### src/rtl/uart_rx_port.sv
// Memory-mapped 8N1 UART receiver: 2-flop input synchronizer, deframing FSM,
// small receive FIFO, DATA/STATUS registers read over a ce/r strobe.
`timescale 1ns/1ps
module uart_rx_port #(
    parameter int CLKS_PER_BIT = 234,
    parameter int FIFO_DEPTH   = 4
) (
    input  logic       clk,
    input  logic       rst_n,
    input  logic       rx,
    input  logic       ce,
    input  logic       r,
    input  logic       addr,
    output logic [7:0] out_data,
    output logic       irq
);

    localparam int CW = $clog2(CLKS_PER_BIT);
    localparam int PW = $clog2(FIFO_DEPTH);
    localparam logic [CW-1:0] HALF_C  = CW'(CLKS_PER_BIT / 2 - 1);
    localparam logic [CW-1:0] LAST_C  = CW'(CLKS_PER_BIT - 1);
    localparam logic [PW:0]   DEPTH_C = (PW + 1)'(FIFO_DEPTH);

    typedef enum logic [2:0] {
        S_IDLE,
        S_START,
        S_DATA,
        S_STOP,
        S_BREAK
    } state_t;

    logic          rx_meta_q, rxs_q;
    state_t        state_q, state_d;
    logic [CW-1:0] cnt_q, cnt_d;
    logic [2:0]    bidx_q, bidx_d;
    logic [7:0]    shreg_q, shreg_d;
    logic          push, set_ferr;

    logic [7:0]    mem_q [FIFO_DEPTH];
    logic [PW-1:0] wr_ptr_q, rd_ptr_q;
    logic [PW:0]   count_q, count_d;
    logic          ferr_q, ovr_q;
    logic          empty, full, pop, push_ok, ovr_set, rd_stat;
    logic [7:0]    status;

    always_ff @(posedge clk or negedge rst_n) begin
        if (!rst_n) begin
            rx_meta_q <= 1'b1;
            rxs_q     <= 1'b1;
        end else begin
            rx_meta_q <= rx;
            rxs_q     <= rx_meta_q;
        end
    end

    always_ff @(posedge clk or negedge rst_n) begin
        if (!rst_n) begin
            state_q <= S_IDLE;
            cnt_q   <= '0;
            bidx_q  <= '0;
        end else begin
            state_q <= state_d;
            cnt_q   <= cnt_d;
            bidx_q  <= bidx_d;
        end
    end

    // The shift register only carries payload; a reset-truncated byte is never pushed.
    always_ff @(posedge clk) begin
        shreg_q <= shreg_d;
    end

    always_comb begin
        state_d  = state_q;
        cnt_d    = cnt_q + 1'b1;
        bidx_d   = bidx_q;
        shreg_d  = shreg_q;
        push     = 1'b0;
        set_ferr = 1'b0;
        case (state_q)
            S_IDLE: begin
                cnt_d = '0;
                if (!rxs_q) state_d = S_START;
            end
            S_START: begin
                if (cnt_q == HALF_C) begin
                    cnt_d = '0;
                    if (!rxs_q) begin
                        state_d = S_DATA;
                        bidx_d  = '0;
                    end else begin
                        state_d = S_IDLE;
                    end
                end
            end
            S_DATA: begin
                if (cnt_q == LAST_C) begin
                    cnt_d   = '0;
                    shreg_d = {rxs_q, shreg_q[7:1]};
                    if (bidx_q == 3'd7) state_d = S_STOP;
                    else                bidx_d  = bidx_q + 3'd1;
                end
            end
            S_STOP: begin
                if (cnt_q == LAST_C) begin
                    cnt_d = '0;
                    if (rxs_q) begin
                        push    = 1'b1;
                        state_d = S_IDLE;
                    end else begin
                        set_ferr = 1'b1;
                        state_d  = S_BREAK;
                    end
                end
            end
            S_BREAK: begin
                cnt_d = '0;
                if (rxs_q) state_d = S_IDLE;
            end
            default: begin
                cnt_d   = '0;
                state_d = S_IDLE;
            end
        endcase
    end

    // A pop in the same cycle frees a slot, so a push into a full FIFO still lands.
    assign empty   = (count_q == '0);
    assign full    = (count_q == DEPTH_C);
    assign pop     = ce & r & ~addr & ~empty;
    assign push_ok = push & (~full | pop);
    assign ovr_set = push & full & ~pop;
    assign rd_stat = ce & r & addr;
    assign status  = {4'b0000, ferr_q, ovr_q, full, ~empty};

    always_comb begin
        count_d = count_q;
        case ({push_ok, pop})
            2'b10:   count_d = count_q + 1'b1;
            2'b01:   count_d = count_q - 1'b1;
            default: count_d = count_q;
        endcase
    end

    always_ff @(posedge clk) begin
        if (push_ok) mem_q[wr_ptr_q] <= shreg_q;
    end

    always_ff @(posedge clk or negedge rst_n) begin
        if (!rst_n) begin
            wr_ptr_q <= '0;
            rd_ptr_q <= '0;
            count_q  <= '0;
            ferr_q   <= 1'b0;
            ovr_q    <= 1'b0;
            out_data <= 8'h00;
            irq      <= 1'b0;
        end else begin
            if (push_ok) wr_ptr_q <= wr_ptr_q + 1'b1;
            if (pop)     rd_ptr_q <= rd_ptr_q + 1'b1;
            count_q <= count_d;
            ferr_q  <= set_ferr | (ferr_q & ~rd_stat);
            ovr_q   <= ovr_set  | (ovr_q  & ~rd_stat);
            irq     <= ~empty;
            if (ce && r) begin
                if (addr)        out_data <= status;
                else if (!empty) out_data <= mem_q[rd_ptr_q];
                else             out_data <= 8'h00;
            end
        end
    end

endmodule

### config.mk
export PLATFORM = sky130hd
export DESIGN_NAME = uart_rx_port
export DESIGN_NICKNAME = d
export VERILOG_FILES = /design/src/rtl/uart_rx_port.sv
export SDC_FILE = /design/constraint.sdc
export NUM_CORES = 1
export LEC_CHECK = 0
export BUFFER_PORTS_ARGS = -buffer_cell sky130_fd_sc_hd__buf_2
export CORE_MARGIN = 3
export CORE_UTILIZATION = 30
export CTS_BUF_LIST = sky130_fd_sc_hd__clkbuf_8
export DETAILED_ROUTE_END_ITERATION = 7
export SLEW_MARGIN = 5
export SYNTH_ARGS = -nofsm -noshare
export SYNTH_HDL_FRONTEND = slang
export SYNTH_SLANG_ARGS = --single-unit
### constraint.sdc
create_clock -name clk -period 3.7 [get_ports clk]
set_clock_uncertainty 0.1 [all_clocks]
set_input_delay 0.37 -clock clk [delete_from_list [all_inputs] [get_ports clk]]
set_output_delay 0.37 -clock clk [all_outputs]
set_load 0.05 [all_outputs]
# Yosys cells after proc, flatten, opt, wreduce, memory -nomap -nowiden
# Memories as Yosys holds them, arrays and structs flattened.
# Cells that the tools add are included.
# W data, S select, Z words.
[word_totals] ramBits=32 output_inout_bits=9 in_bits=6 mem_count=1 reg_bits=42 wordCells=92
[op_classes] addsub=6 eq_ne=18 n_reduce_logical=9 n_mux=28 bitwise=17
[mem_list] name="mem_q" depth=4 word_bits=8 rd=1 rd_clocked_by_memory_dff=0 write_ports=1 line="39" source="logic [7:0] mem_q [FIFO_DEPTH];"
[ops] op="$mux W3" n=11
[ops] op="$mux W8" n=4
[ops] op="$ne A2 B2 Y1 const B" n=8
[ops] op="$pmux W8 S2" n=1
[ops] op="$pmux W3 S5" n=1
[ops] op="$pmux W3 S2" n=2
[ops] op="$and A1 B1 Y1" n=9
[ops] op="$eq A3 B3 Y1 const B" n=3
[ops] op="$add A8 B1 Y8 const B" n=1
[ops] op="$eq A8 B7 Y1 const B" n=1
[ops] op="$eq A8 B8 Y1 const B" n=1
[ops] op="$mux W1" n=8
[ops] op="$add A3 B1 Y3 const B" n=2
[ops] op="$eq A3 B2 Y1 const B" n=2
[ops] op="$logic_not A3 Y1" n=2
[ops] op="$reduce_and A6 Y1" n=1
[ops] op="$not A1 Y1" n=5
[ops] op="$reduce_and A5 Y1" n=1
[ops] op="$add A2 B1 Y2 const B" n=2
[ops] op="$reduce_bool A2 Y1" n=2
[ops] op="$eq A3 B1 Y1 const B" n=1
[ops] op="$or A1 B1 Y1" n=3
[ops] op="$sub A3 B1 Y3 const B" n=1
[ops] op="$eq A2 B1 Y1 const B" n=1
[ops] op="other kinds (5)" n=5

# Depth between registers and ports, before layout
# Gate-level depths: netlist (run 1).
[depth] depth_word=7 mapped_depth=13 ltp_nobuf=12

# Worst setup path before layout (run 1)
# No wires, ideal clock.
[synth_path] kind="register to register" from="register cnt_q[0]" to="register count_q[2]" path_buffers=1 path_stages_with_launch=13 arrival_ns=2.143 path_slack_ns=1.378 synth_period_minus_slack_ns=2.322 required_time_ns=3.521 setup_ns=0.079 path_cell_list="dfrtp_1 > ha_1 > nand3b_2 > nor4_4 > and4_1 > buf_4 > inv_1 > ha_1 > inv_1 > fa_1 > xor2_1 > nor2_1 > xor2_1"
[synth_via] elab_chain_len=6 word_cells_on_any_way=8 cone_classes="eq/ne (3); mux (3); bitwise (1); reduce/logical (1)"
[synth_lines] element="from (decl)" line="34" source="logic [CW-1:0] cnt_q, cnt_d;"
[synth_lines] element="from (signal assigned)" line="63" source="cnt_q <= cnt_d;"
[synth_lines] element="$eq A8 B8 Y1 *" line="105" source="if (cnt_q == LAST_C) begin"
[synth_lines] element="$mux W1 *" line="105"
[synth_lines] element="$mux W1 *" line="80" source="case (state_q)"
[synth_lines] element="$and A1 B1 Y1 *" line="131" source="assign push_ok = push & (~full | pop);"
[synth_lines] element="$eq A2 B1 Y1 or $eq A2 B2 Y1 (tied branches)" line="138" source="case ({push_ok, pop})"
[synth_lines] element="$pmux W3 S2 or $reduce_bool A2 Y1 (tied branches)"
[synth_lines] element="to (signal assigned)" line="161" source="count_q <= count_d;"
[synth_lines] element="to (decl)" line="41" source="logic [PW:0] count_q, count_d;"
# Mark *: on every way between the ends. The rest lies on a longest branch, timed or not.
# A chain may end at the register's enable or synchronous reset.

# Final worst setup path (run 1)
[layout_path] from="register cnt_q[1]" to="register count_q[1]"
# Same word-level chain as after synthesis.

==> summary.md, run 1 <==
| Metric | Value |
|---|---|
| Status | `finished, final reports clean` |
| CP max FO | `7` |
| Layout cells sized above 1 | `0.2069` |
| Number of I/O pins | `15` |
| CTS Buf Count | `9` |
| Slew Limit Fails | `0` |
| Switching Share | `0.3146` |
| Die Area | `11690 µm²` |
| Clk pwr share | `0.316` |
| Placement Cell Area | `3322 µm²` |
| Fillers | `953` |
| Antenna cells | `0` |
| H-tree level count | `3` |
| Vias in the first global route | `1727` |
| Reg area | `2054 µm²` |
| CTS clk-pin slew, worst paths | `0.09 ns` |
| #FFs+latches synth | `74` |
| RSZ-0062 raised after global routing | `no` |
| Max Buffers Root-to-Sink | `2` |
| Post-DP HPWL | `3.451 mm` |
| Post-synth EDFFs | `40` |
| Vias per cell | `4.499` |
| Drt pass-1 iters | `4` |
| Post-synth cell types | `44` |
| Vias | `1642` |
| Routed WL | `5.104 mm` |
| Final worst setup slack | `1.177 ns` |
| PwrDens | `579.0 nW/µm²` |
| Leak Pwr | `0.001384 µW` |
| Rel. slew slack | `0.4845` |
| Place WS | `1.077 ns` |
| Flop pwr share | `0.494` |
| Post-layout nets | `244` |
| Worst IR drop on VDD | `0.2471 mV` |
| First-pass GRT wire length | `8.562 mm` |
| Final setup fails | `0` |
| Final instance area | `3540 µm²` |
| Critical Path RT | `3.87 ns` |
| Rows | `36` |
| Wirelength per Cell | `13.98 µm` |
| Critical Path Source Type | `flop` |
| Fin Setup TNS | `0 ns` |
| Die Ht | `108.1 µm` |
| Starting density of the core | `0.3142` |
| Post-Syn Area per Cell | `14.97 µm²` |
| I/O Buffers | `14` |
| Area grow syn2layout | `13.16%` |
| WS Path Type | `flop to flop` |
| Register area share after synthesis | `0.6568` |
| Final hold vios | `0` |
| Starting DRT DRC Count | `123` |
| F_max | `0.3964 GHz` |
| Synth Flop Type | `edfxtp_1` |
| Core area | `9955 µm²` |
| Die W | `108.1 µm` |
| Gpl congestion | `0.7770` |
| Net Switching | `644.6 µW` |
| TritonCTS clock tree | `yes` |
| Total track usage | `0.09546` |
| Largest net degree at the start of global routing | `35` |
| DRC Markers | `0` |
| Final Cycle Share | `0.6818` |
| Ys async rst share | `0.4595` |
| Post-Syn Area | `3128 µm²` |
| Crit end category | `flop` |
| Total gr overflow | `0` |
| Synthesis Warnings | `0` |
| Post-synthesis cell count | `209` |
| Root Driver | `clkbuf_8` |
| Worst Path Arrival | `2.70 ns` |
| Initial antenna violation count | `0` |
| Multi-input logic area | `993.5 µm²` |
| Min Tclk post-route | `2.523 ns` |
| Worst Tran Pin Value | `0.7703 ns` |
| Clock Sinks | `74` |
| Max-Cap Viols | `0` |
| Worst skew pair latency | `0.34 ns` |
| Post-CTS Setup Repair Bufs | `0` |
| Internal power | `1405 µW` |
| Combinational fraction of design power | `0.190` |
| Syn_nets | `226` |
| Routed Antenna Nets | `0` |
| Hold Crit Class | `primary input to flop` |
| Worst hold slack | `0.02440 ns` |
## path summary, 6_finish.rpt
kind | startpoint | end | slack, ns | depth (start not counted)
worst min register to register | rx_meta_q | rxs_q | 0.26 | 0
min in group asynchronous | rst_n | cnt_q[2] | 0.54 | 2
worst min-delay path | rx | rx_meta_q | 0.02 | 1
worst max register to register | cnt_q[1] | count_q[1] | 1.18 | 10
worst max-delay path | cnt_q[1] | count_q[1] | 1.18 | 10
max in group asynchronous | rst_n | wr_ptr_q[1] | 2.46 | 2
## cell families after synthesis
family | Yosys count | share of synthesized area
flip-flops | 74 | 0.6568
AND/OR/NAND/NOR | 58 | 0.1108
XOR/XNOR | 12 | 0.03360
buffers and inverters | 18 | 0.02560
adder cells (fa/ha/maj) | 11 | 0.04640
AO/OA/AOI/OAI | 26 | 0.06080
multiplexers | 10 | 0.06600
## power groups by stage
stage | registers, µW | clock network [µW] | logic, µW
detailed placement | 1030 | 0 | 393
global placement | 1040 | 0 | 390
global route | 1030 | 702 | 419
CTS | 1020 | 673 | 394
floorplan | 1100 | 0 | 229
finish | 1010 | 648 | 389
## per-stage QoR
| stage | std cells | util | total power (µW) |
|---|---|---|---|
| global placement | 348 | 0.3337 | 1426 |
| finish | 365 | 0.3556 | 2049 |
| CTS | 365 | 0.3556 | 2084 |
| detailed placement | 348 | 0.3337 | 1427 |
| global route | 365 | 0.3556 | 2150 |
| floorplan | 209 | - | 1331 |
## cell type report
class	instances	share of cell area
Clock buffer	9	0.03499
Clock inverter	7	0.02368
Inverter	10	0.01060
Multi-Input combinational cell	117	0.2807
Sequential cell	74	0.5804
Tap cell	133	0.04701
Timing Repair Buffer	15	0.02262
## layer usage
layer	global-route usage	wire length (µm)
met5	0	0
met4	0.05410	134
met3	0.01612	136
met2	0.1439	2357
met1	0.1304	2475
## cell usage after synthesis (all sizes together) (3+ instances only)
library cell	count	area share
a21oi	3	0.0048
a22o	7	0.020
and2	6	0.012
buf	5	0.0096
clkbuf	3	0.0040
dfrtp	32	0.26
edfxtp	40	0.38
ha	10	0.040
inv	10	0.012
mux4	8	0.058
nand2	12	0.014
nand3	4	0.0064
nor2	16	0.019
nor2b	4	0.0080
o21ai	5	0.0080
or3b	3	0.0084
xnor2	4	0.011
xor2	8	0.022
## state kept, by name (all words and copies together), names as in the netlist
signal	cells
out_data	8
ferr_q	1
irq	1
wr_ptr_q	2
rxs_q	1
ovr_q	1
shreg_q	8
state_q	3
bidx_q	3
mem_q	32
count_q	3
rd_ptr_q	2
cnt_q	8
rx_meta_q	1
## placed cells by master, fill, tap and decap left out, types with 2 or more instances in the layout
cell type	n
edfxtp_1	40
dfrtp_1	32
nor2_1	16
buf_2	14
nand2_1	12
inv_1	10
ha_1	10
clkbuf_8	9
xor2_1	8
mux4_2	8
a22o_1	7
and2_1	6
nor2b_1	4
xnor2_1	4
nand3_1	4
o21ai_0	4
or3b_1	3
a21oi_1	3
inv_6	3
nand4_1	2
o211ai_1	2
o31ai_1	2
a22oi_1	2
a311oi_1	2
dfstp_2	2
## repair_timing
item                                    in CTS  in global routing
endpoints found under the hold margin        5                  0
hold buffers                                 1                  0
endpoints found under the setup margin       0                  0
resized for setup                            0                  0
## worst max-delay path, stage by stage (launching register included)
cell and delay (ns):
dfrtp_1 0.41, inv_1 0.09, ha_1 0.17, nand3b_2 0.14, nor4_4 0.27, and4_1 0.37
inv_1 0.07, ha_1 0.21, inv_1 0.07, fa_1 0.40, o21ai_0 0.16
No activity file was read; power rests on OpenSTA's default activity.
==> run 2, diff against run 1 <==
--- a/config.mk
+++ b/config.mk
@@ -5,6 +5,7 @@
 export SDC_FILE = /design/constraint.sdc
 export NUM_CORES = 1
 export LEC_CHECK = 0
+export ABC_AREA = 1
 export BUFFER_PORTS_ARGS = -buffer_cell sky130_fd_sc_hd__buf_2
 export CORE_MARGIN = 3
 export CORE_UTILIZATION = 30
==> constraint.sdc (replaced) <==
create_clock -name clk -period 2.64 [get_ports clk]
set_clock_uncertainty 0.1 [all_clocks]
set_input_delay 0.264 -clock clk [delete_from_list [all_inputs] [get_ports clk]]
set_output_delay 0.264 -clock clk [all_outputs]
set_load 0.05 [all_outputs]
==> run 2 against run 1 <==
  * Synthesized area increased by 2.0%
  * Highest routed layer unchanged
  * Critical endpoint unchanged
  * Via count increased by 24%
  * Total power increased by 41%
  * Worst hold slack improved by 0.11 ns
  * Non-clock buffer count increased by 7
  * Sequential share of layout area decreased by 1.8 points
==> summary.md, run 2 <==
| Metric | Value |
|---|---|
| Worst skew pair latency | `0.36 ns` |
| Post-CTS Setup Repair Bufs | `0` |
| Max-Cap Viols | `0` |
| Synth area leaders | `edfxtp_1 (38%), dfrtp_1 (25%), nand2_1 (8.7%)` |
| Post-Syn Area per Cell | `10.50 µm²` |
| Synth Flop Type | `edfxtp_1` |
| Post-synth EDFFs | `40` |
| Rel. slew slack | `0.4778` |
| Die W | `109.1 µm` |
| CTS Buf Count | `9` |
| I/O Buffers | `14` |
| Synthesis Warnings | `0` |
| Largest net degree at the start of global routing | `35` |
| Slew Limit Fails | `0` |
| Most common cell after layout, fill and taps aside | `nand2_1` |
| Syn_nets | `321` |
| Top post-synthesis cells by count | `nand2_1 (74), nor2_1 (43), edfxtp_1 (40)` |
| Final Cycle Share | `0.8557` |
| Fillers | `1026` |
| Antenna cells | `0` |
| #FFs+latches synth | `74` |
| Total gr overflow | `0` |
| Starting DRT DRC Count | `133` |
| WS Path Type | `flop to flop` |
| Vias | `2043` |
| TritonCTS clock tree | `yes` |
| Rows | `37` |
| Hold Crit Class | `primary input to flop` |
| Leak Pwr | `0.001526 µW` |
| CTS Hold Buffers Added | `2` |
| F_max | `0.4427 GHz` |
| H-tree level count | `3` |
| Starting density of the core | `0.3092` |
| RSZ-0062 raised after global routing | `no` |
| Post-synth cell types | `30` |
| Number of I/O pins | `15` |
| Layout cells sized above 1 | `0.1391` |
| Final hold vios | `0` |
| Post-DP HPWL | `3.679 mm` |
| Critical Path RT | `2.81 ns` |
| Post-synthesis cell count | `304` |
| R2R Setup Slk | `0.38 ns` |
| Routed WL | `5.550 mm` |
| Vias in the first global route | `1993` |
| Die Ht | `109.1 µm` |
| Ys async rst share | `0.4595` |
| Worst IR drop on VDD | `0.4234 mV` |
| Yosys top cell area share | `0.3763` |
| Critical Path Source Type | `flop` |
| Top reg by flops | `mem_q` |
| Most numerous cell in the Yosys netlist | `nand2_1` |
| Clock Sinks | `74` |
| Gpl congestion | `0.7864` |
| CP max FO | `7` |
| Core area | `10320 µm²` |
| CTS clk-pin slew, worst paths | `0.08 ns` |
| Post-Syn Area | `3192 µm²` |
| Status | `finished, final reports clean` |
| Hold Crit Start | `addr` |
| Min Tclk post-route | `2.259 ns` |
| Total track usage | `0.1022` |
| PwrDens | `789.2 nW/µm²` |
| Final setup fails | `0` |
| Vias per cell | `4.310` |
| Area grow syn2layout | `14.54%` |
| Drt pass-1 iters | `4` |
| Reg2reg start | `cnt_q[1]` |
| Max Buffers Root-to-Sink | `2` |
| Register area share after synthesis | `0.6437` |
| Fin Setup TNS | `0 ns` |
| Post-layout nets | `350` |
| Placed cell count | `456` |
| First-pass GRT wire length | `9.397 mm` |
| Routed Antenna Nets | `0` |
| Initial antenna violation count | `0` |
| Area leader, netlist | `edfxtp_1` |
| Critical Path Source | `cnt_q[1]` |
| Die Area | `11910 µm²` |
| Most frequent cells in the layout | `nand2_1 (74), nor2_1 (43), edfxtp_1 (40)` |
| Crit end category | `flop` |
| Worst Path Arrival | `2.43 ns` |
| Max FFs per register | `32` |
| Worst Tran Pin Value | `0.7834 ns` |
| Root Driver | `clkbuf_8` |
| Post-Layout Cell Count | `474` |
| PostCTS Resize Cnt | `0` |
| Wirelength per Cell | `11.71 µm` |
| DRC Markers | `0` |
[run 2: cell count changes after synthesis, moves of 6 or more]
cell,change
nand3_1,+11
nand2_1,+62
o21ai_0,+11
a22o_1,-7
inv_1,+20
nor2_1,+27
mux4_2,-8
and2_1,-6
[run 2: where the power goes]
group	internal (µW)	total [µW]	switching, µW
clock	354	820	466
combinational	195	663	467
sequential	1300	1400	103
total	1850	2890	1040
[run 2: cell families (layout without fill, tap and decap cells)]
family,count (synthesis),in the layout,share of synthesized area
adder cells (fa/ha/maj),11,11,0.04547
AND/OR/NAND/NOR,142,142,0.1858
buffers and inverters,37,71,0.04586
multiplexers,1,1,0.003136
AO/OA/AOI/OAI,31,31,0.05410
XOR/XNOR,8,8,0.02195
flip-flops,74,74,0.6437
[run 2: through the flow]
step	instance area, µm²	total power [µW]	worst slack [ns]	hold WS [ns]	util
detailed placement	3455	2100	0.3588	0.2468	0.3346
finish	3656	2885	0.3811	0.1328	0.3541
floorplan	3192	1923	0.5580	-0.1316	-
global placement	3455	2074	0.4715	0.2465	0.3346
global route	3656	3062	0.1847	0.1444	0.3541
CTS	3656	2914	0.3704	0.1201	0.3541
[run 2: cell type report]
| class | count | area, µm² | share of cell area |
|---|---|---|---|
| Clock inverter | 7 | 57.56 | 0.01574 |
| Timing Repair Buffer | 22 | 135.1 | 0.03696 |
| Multi-Input combinational cell | 193 | 991.0 | 0.2710 |
| Tap cell | 136 | 170.2 | 0.04654 |
| Clock buffer | 9 | 123.9 | 0.03388 |
| Inverter | 33 | 123.9 | 0.03388 |
| Sequential cell | 74 | 2054 | 0.5619 |
[run 2: worst paths after layout]
path / to / cells after the start
worst max-delay path: count_q[1] / 11
max in group asynchronous: state_q[1] / 2
worst max register to register: count_q[1] / 11
worst min-delay path: out_data[0] / 3
min in group asynchronous: out_data[6] / 2
worst min register to register: rxs_q / 0
[run 2: per-layer routing]
| metal | global-route usage | part of all wire | vias up |
|---|---|---|---|
| li1 | - | - | 1045 |
| met1 | 0.1329 | 0.48 | 954 |
| met2 | 0.1596 | 0.46 | 33 |
| met3 | 0.02487 | 0.038 | 11 |
| met4 | 0.04869 | 0.021 | 0 |
| met5 | 0 | 0 | - |
[run 2: worst max-delay path, stage by stage (launching register included)]
cell	delay, ns
dfrtp_1	0.40
inv_1	0.08
ha_1	0.13
nand2_1	0.05
nor2_2	0.08
nand2_2	0.11
nor3_4	0.23
nand2_4	0.11
ha_1	0.19
inv_1	0.09
fa_1	0.41
o21ai_0	0.18
